## config.mk

```make
export PLATFORM = sky130hd
export DESIGN_NAME = bus_stable_sync
export DESIGN_NICKNAME = d
export VERILOG_FILES = /design/src/rtl/ddr_cdc_pkg.sv /design/src/rtl/sync_chain.sv /design/src/rtl/bus_stable_sync.sv
export SDC_FILE = /design/constraint.sdc
export NUM_CORES = 1
export LEC_CHECK = 0
export CORE_MARGIN = 2
export CORE_UTILIZATION = 48
export CTS_CLUSTER_DIAMETER = 40
export CTS_CLUSTER_SIZE = 16
export DETAILED_ROUTE_END_ITERATION = 7
export PLACE_DENSITY = 0.73
export SYNTH_ARGS = -nofsm -noshare
export SYNTH_HDL_FRONTEND = slang
export SYNTH_SLANG_ARGS = --single-unit
```

## constraint.sdc

```tcl
create_clock -name clk -period 1.7 [get_ports clk]
set_clock_uncertainty 0.05 [all_clocks]
set_input_delay 0.17 -clock clk [delete_from_list [all_inputs] [get_ports clk]]
set_output_delay 0.17 -clock clk [all_outputs]
set_load 0.02 [all_outputs]
```

## src/rtl/ddr_cdc_pkg.sv

```systemverilog
// Shared helpers for the addr_ctrl clock-domain-crossing blocks:
// Gray/binary conversion, counter sizing and common defaults.
package ddr_cdc_pkg;

  localparam int unsigned SYNC_STAGES_DEFAULT = 2;
  localparam int unsigned GRAY_MAX_WIDTH      = 64;

  function automatic int unsigned cnt_width(input int unsigned stable_cycles);
    return $clog2(stable_cycles + 1);
  endfunction

  // Zero-extended inputs decode correctly because leading zeros add nothing to the xor.
  function automatic logic [GRAY_MAX_WIDTH-1:0] gray2bin(input logic [GRAY_MAX_WIDTH-1:0] g);
    logic [GRAY_MAX_WIDTH-1:0] b;
    b = g;
    for (int unsigned s = 1; s < GRAY_MAX_WIDTH; s++) begin
      b = b ^ (g >> s);
    end
    return b;
  endfunction

  function automatic logic [GRAY_MAX_WIDTH-1:0] bin2gray(input logic [GRAY_MAX_WIDTH-1:0] b);
    return b ^ (b >> 1);
  endfunction

endpackage

```

## src/rtl/sync_chain.sv

```systemverilog
// Plain multi-stage flop pipeline used to bring a signal into the clk domain.
module sync_chain
  import ddr_cdc_pkg::*;
#(
  parameter int unsigned      WIDTH       = 1,
  parameter int unsigned      SYNC_STAGES = SYNC_STAGES_DEFAULT,
  parameter logic [WIDTH-1:0] RESET_VALUE = '0
) (
  input  logic             clk,
  input  logic             rst,
  input  logic [WIDTH-1:0] d,
  output logic [WIDTH-1:0] q
);

  logic [WIDTH-1:0] stage [SYNC_STAGES];

  always_ff @(posedge clk or posedge rst) begin
    if (rst) begin
      for (int unsigned i = 0; i < SYNC_STAGES; i++) begin
        stage[i] <= RESET_VALUE;
      end
    end else begin
      stage[0] <= d;
      for (int unsigned i = 1; i < SYNC_STAGES; i++) begin
        stage[i] <= stage[i-1];
      end
    end
  end

  assign q = stage[SYNC_STAGES-1];

endmodule

```

## src/rtl/bus_stable_sync.sv

```systemverilog
// Multi-bit CDC capture for slowly changing buses: the synchronised sample must
// hold for STABLE_CYCLES consecutive compares before it is loaded to data_out.
module bus_stable_sync
  import ddr_cdc_pkg::*;
#(
  parameter int unsigned      WIDTH         = 4,
  parameter int unsigned      SYNC_STAGES   = SYNC_STAGES_DEFAULT,
  parameter int unsigned      STABLE_CYCLES = 2,
  parameter bit               GRAY_IN       = 1'b0,
  parameter logic [WIDTH-1:0] RESET_VALUE   = '0
) (
  input  logic             clk,
  input  logic             rst,
  input  logic [WIDTH-1:0] data_in,
  output logic [WIDTH-1:0] data_out,
  output logic             update,
  output logic             stable
);

  localparam int unsigned     CW       = cnt_width(STABLE_CYCLES);
  localparam logic [CW-1:0]   CNT_MAX  = CW'(STABLE_CYCLES);
  localparam logic [CW-1:0]   CNT_LOAD = CW'(STABLE_CYCLES - 1);

  logic [WIDTH-1:0] samp;
  logic [WIDTH-1:0] samp_d;
  logic [WIDTH-1:0] cap;
  logic [CW-1:0]    cnt;
  logic [CW-1:0]    cnt_next;
  logic             eq;
  logic             load;

  sync_chain #(
    .WIDTH       (WIDTH),
    .SYNC_STAGES (SYNC_STAGES),
    .RESET_VALUE (RESET_VALUE)
  ) u_sync (
    .clk (clk),
    .rst (rst),
    .d   (data_in),
    .q   (samp)
  );

  // Saturation at CNT_MAX is what limits each stable plateau to a single load.
  always_comb begin
    eq       = (samp == samp_d);
    cnt_next = '0;
    if (eq) begin
      cnt_next = (cnt == CNT_MAX) ? cnt : cnt + CW'(1);
    end
    load = eq && (cnt == CNT_LOAD);
  end

  always_ff @(posedge clk or posedge rst) begin
    if (rst) begin
      samp_d <= RESET_VALUE;
      cap    <= RESET_VALUE;
      cnt    <= '0;
      update <= 1'b0;
      stable <= 1'b0;
    end else begin
      samp_d <= samp;
      cnt    <= cnt_next;
      stable <= (cnt_next == CNT_MAX);
      update <= 1'b0;
      if (load) begin
        cap    <= samp;
        update <= (samp != cap);
      end
    end
  end

  generate
    if (GRAY_IN) begin : g_gray
      assign data_out = WIDTH'(gray2bin(GRAY_MAX_WIDTH'(cap)));
    end else begin : g_bin
      assign data_out = cap;
    end
  endgenerate

endmodule
```

==> results.ini, run 1 <==
[timing]
period_share = 0.924
worst_slack_ns = 0.129
grt_setup_unrepaired = false
relSlewSlack = 0.770
fmax_mhz = 636
fin_setup_tns_ns = 0
finalHoldViolCount = 0
tightest_slew_ns = 0.344
setup_violations = 0
period_needed_ns = 1.57
finalMaxSlewViolations = 0

[global_route]
use_met2 = 0.188
grt_max_degree = 13
grt-ovfl-total = 0
grt_pass1_vias = 375
top_usage_layer = met2
grt_util_met3 = 0.0517
met1_usage = 0.148
grt_use_total = 0.125
antenna_found_initial = 0
grt_pass1_wl_mm = 1.59

[finish]
regArea_um2 = 500
n_antenna_cell = 0
fin_nets = 69
multi_input_area_um2 = 189
drive_gt1_frac = 0.233
layoutNonFillerInstCount = 75
fill_cells = 102
stdcell_area_um2 = 897
fin_util = 0.673
synthToLayoutAreaGrowth_pct = 28.0

[logic_synthesis]
ys_seq_area_frac = 0.714
synthMostInstantiatedCell = dfrtp_1
synth_common_cells = dfrtp_1 (20), mux2_2 (4), xnor2_1 (4), xor2_1 (4), inv_1 (3)
yosys-top-cells-area = dfrtp_1 (71%), mux2_2 (6.4%), xnor2_1 (5.0%)
ys_types = 11
yosysTopAreaCellShare = 0.714
ys.flop_type = dfrtp_1
synth_seq_cells = 20
syn-instance-count = 43
syn_area_per_cell_um2 = 16.3
async_flop_share = 1.00
syn-cell-area_um2 = 701
synth_edf_count = 0
yosysTopAreaCell = dfrtp_1
yosys_warnings = 0
syn_nets = 51

[clock_tree]
postCtsResizedCells = 0
cts_buffers = 3
cts_tree = yes
root_buffer = clkbuf_4
cts_sinks = 20
clk_path_buf_depth = 2
clock_latency_ns = 0.30
cts_max_level = 1
clk_pin_slew_ns = 0.11

[worst_setup_path]
cp_max_fo = 5
cp.required_ns = 1.84
end_kind = flip-flop
r2r_setup_slack_ns = 0.13
critPathLaunchType = flip-flop
r2r_start = u_sync.q[0]
crit_arrival_ns = 1.71
worstReg2RegEnd = data_out[3]
crit_type = reg2reg
rr_worst_depth = 4

[floorplan]
die_h_um = 42.2
core_um2 = 1330
num_rows = 13
ios = 12
die_w_um = 42.2
start_util = 0.525
fp.dieArea_um2 = 1780

[drt]
vias_per_cell = 4.87
route.detailed.drc = 0
dr.pass1.iters = 4
wl_per_cell_um = 12.3
wl_um = 922
first_iter_violations = 4
num_vias = 365
drtAntennaViolNets = 0

[place]
hpwl_um = 710
placed_area_um2 = 837
dp.cells = 70
place_congestion = 0.690
io_buffers = 11
pre_cts_slack_ns = 0.126

[job]
maxCapViolCount = 0

[worst_hold_path]
min_path_type = in2async

[power_and_ir_drop]
ir_drop_v = 0.000837
powerDensity_nw_per_um2 = 1150
p_leak_uw = 0.000406

[status]
outcome = complete, no violations

## registers in the layout, indices dropped and copies added, names as in the netlist
register	flops
cnt	2
update	1
u_sync.stage	4
samp_d	4
data_out	4
stable	1
u_sync.q	4
## layout make-up
| class | instances | share of cell area |
|---|---|---|
| inverters | 3 | 0.0126 |
| clock inverters | 1 | 0.0335 |
| multi-input cells | 20 | 0.211 |
| flip-flops and latches | 20 | 0.558 |
| clock buffers | 3 | 0.0251 |
| repair buffers | 13 | 0.139 |
| well taps | 15 | 0.0209 |
## worst max-delay path by stage
stage / startpoint / endpoint / slack [ns] / depth (start not counted)
2_1_floorplan: u_sync.q[0] / data_out[0] / 0.22 / 4
6_report: u_sync.q[0] / data_out[3] / 0.13 / 4
3_3_place_gp: u_sync.q[0] / data_out[3] / 0.17 / 4
4_1_cts: u_sync.q[0] / data_out[3] / 0.11 / 4
3_5_place_dp: u_sync.q[0] / data_out[1] / 0.13 / 4
5_1_grt: u_sync.q[1] / data_out[2] / 0.002 / 4
## kinds of logic after synthesis
| kind of cell | share of synthesized area |
|---|---|
| AO/OA/AOI/OAI | 0.0125 |
| XOR/XNOR | 0.100 |
| adder cells (fa/ha/maj) | 0.0357 |
| buffers and inverters | 0.0161 |
| flip-flops | 0.714 |
| multiplexers | 0.0643 |
| AND/OR/NAND/NOR | 0.0571 |
## worst max-delay path, stage by stage (launching register included)
cell and delay [ns]:
dfrtp_1 0.42, xor2_1 0.17, nor4_2 0.36, nand2_2 0.16, mux2_2 0.29
## report_power, final
group          switching [uW]  total (uW)  internal (uW)
sequential               22.8         529            506
combinational            52.0         119           67.2
clock                     142         380            238
## metal layers
layer,share of wire,up-vias,wire length (um)
met3,0.040,3,37
met5,0,-,0
met1,0.43,181,400
li1,-,170,-
met2,0.50,11,464
met4,0.022,0,20
## per-stage QoR
step	hold WS, ns	total power [uW]
global route	0.107	1070
detailed placement	0.288	659
CTS	0.0679	1040
global placement	0.282	655
finish	0.0586	1030
floorplan	0.0838	602
## what timing repair did
item                       in CTS  in global routing
setup endpoints to repair       0                  2
hold buffers                    0                  0
buffers inserted                0                  1
## cells in the final DEF (no fill, tap or decap)
cell / n
dfrtp_1: 20
clkdlybuf4s50_1: 11
xor2_1: 4
xnor2_1: 4
mux2_2: 4
inv_1: 3
clkbuf_4: 3
and2_2: 2
ha_1: 2
buf_4: 2
nor4_2: 1
nor2b_1: 1
nand2_2: 1
a41oi_1: 1
bufinv_16: 1
Power figures use the tool's default switching activity.
==> inputs of run 2 (changes only) <==
--- a/config.mk
+++ b/config.mk
@@ -5,7 +5,6 @@
 export SDC_FILE = /design/constraint.sdc
 export NUM_CORES = 1
 export LEC_CHECK = 0
-export CORE_MARGIN = 2
 export CORE_UTILIZATION = 48
 export CTS_CLUSTER_DIAMETER = 40
 export CTS_CLUSTER_SIZE = 16
==> run 2 against run 1 <==
Effect of this change: non-clock buffer count decreased by 1; core utilization shrank 2.8 points; via count shrank 5.2%; die area down 9.3%; first-iteration DRC count decreased by 100%; final area is 4.2% lower; flip-flop and latch count is the same; clock power down 45%; critical path type unchanged; highest routed layer is now met3.
==> results.ini, run 2 (synthesis results as in run 1) <==
[status]
outcome = complete, no violations

[drt]
vias_per_cell = 4.74
route.detailed.drc = 0
wl_per_cell_um = 12.2
dr.pass1.iters = 1
wl_um = 892
drtAntennaViolNets = 0
first_iter_violations = 0
num_vias = 346

[floorplan]
num_rows = 13
core_um2 = 1330
fp.dieArea_um2 = 1620
start_util = 0.525
ios = 12
die_h_um = 40.2
die_w_um = 40.2

[global_route]
grt-ovfl-total = 0
grt_use_total = 0.138
grt_util_met3 = 0.0333
top_usage_layer = met2
grt_max_degree = 12
use_met2 = 0.214
grt_pass1_wl_mm = 1.40
grt_pass1_vias = 341
met1_usage = 0.178
antenna_found_initial = 0

[worst_setup_path]
rr_worst_depth = 4
critPathLaunchType = flip-flop
crit_slowest_cell = dfrtp_1
crit_arrival_ns = 1.71
cp_max_fo = 5
cp.required_ns = 1.83
end_kind = flip-flop
crit_type = reg2reg
crit_chain = xor2_1, nor4_2, nand2_2, mux2_2
cp_slowest_stage_delay_ns = 0.43

[worst_hold_path]
min_path_type = in2async

[timing]
finalMaxSlewViolations = 0
worst_slack_ns = 0.120
fmax_mhz = 633
hold_slack_ns = 0.0871
period_share = 0.930
relSlewSlack = 0.762
grt_setup_unrepaired = false
fin_setup_tns_ns = 0
setup_violations = 0
tightest_slew_ns = 0.356
period_needed_ns = 1.58
finalHoldViolCount = 0

[finish]
drive_gt1_frac = 0.207
n_antenna_cell = 0
fin_nets = 68
mostFrequentLayoutCell = dfrtp_1
final_cell_mix = dfrtp_1 (20), clkdlybuf4s50_1 (11), xor2_1 (4), xnor2_1 (4), mux2_2 (4)
fin_util = 0.644
synthToLayoutAreaGrowth_pct = 22.7

[clock_tree]
root_buffer = clkbuf_4
cts_sinks = 20
postCtsResizedCells = 0
clk_pin_slew_ns = 0.10
clock_latency_ns = 0.29
cts_buffers = 3
ctsHoldBuffers = 0
clk_path_buf_depth = 2
cts_setup_buffers = 0
cts_tree = yes
cts_max_level = 1

[power_and_ir_drop]
p_leak_uw = 0.000387
power_uw = 854
powerDensity_nw_per_um2 = 993
ir_drop_v = 0.000464

[place]
place_congestion = 0.670
hpwl_um = 696
pre_cts_slack_ns = 0.125
io_buffers = 11

[job]
maxCapViolCount = 0

run 2: changes by cell type in the layout (fill, tap and decap cells not counted):
cell,delta
buf_4,-1
bufinv_16,-1
run 2: final timing paths:
kind	endpoint	slack (ns)	start
worst max-delay path	data_out[1]	0.12	u_sync.q[0]
worst min-delay path	u_sync.stage[5]	0.09	rst
worst max register to register	data_out[1]	0.12	u_sync.q[0]
worst min register to register	u_sync.q[2]	0.31	u_sync.stage[6]
max in group asynchronous	u_sync.q[0]	1.05	rst
min in group clk	u_sync.stage[5]	0.26	data_in[1]
run 2: report_power, final:
group	switching, uW	internal, uW
sequential	23.3	506
clock	125	82.3
combinational	51.3	65.8
run 2: per-stage QoR:
step / std cells / cell area, um^2
floorplan: 43 / 701
global placement: 70 / 837
detailed placement: 70 / 837
CTS: 73 / 860
global route: 73 / 860
finish: 73 / 860
run 2: routing by layer:
metal	up-vias	part of all wire
met5	-	0
met4	0	0
met3	0	0.033
met2	8	0.53
met1	171	0.44
li1	167	-
run 2: final cells by class:
type / count / area, um^2
Sequential cell: 20 / 500
Fill cell: 107 / 474
Multi-Input combinational cell: 20 / 189
Timing Repair Buffer: 12 / 118
Clock buffer: 3 / 22.5
Tap cell: 15 / 18.8
Inverter: 3 / 11.3
run 2: critical path: cells and delay by family (launching register included):
family | cells | cell delay (ns)
XOR/XNOR | 1 | 0.18
multiplexers | 1 | 0.30
AND/OR/NAND/NOR | 2 | 0.51
flip-flops | 1 | 0.43
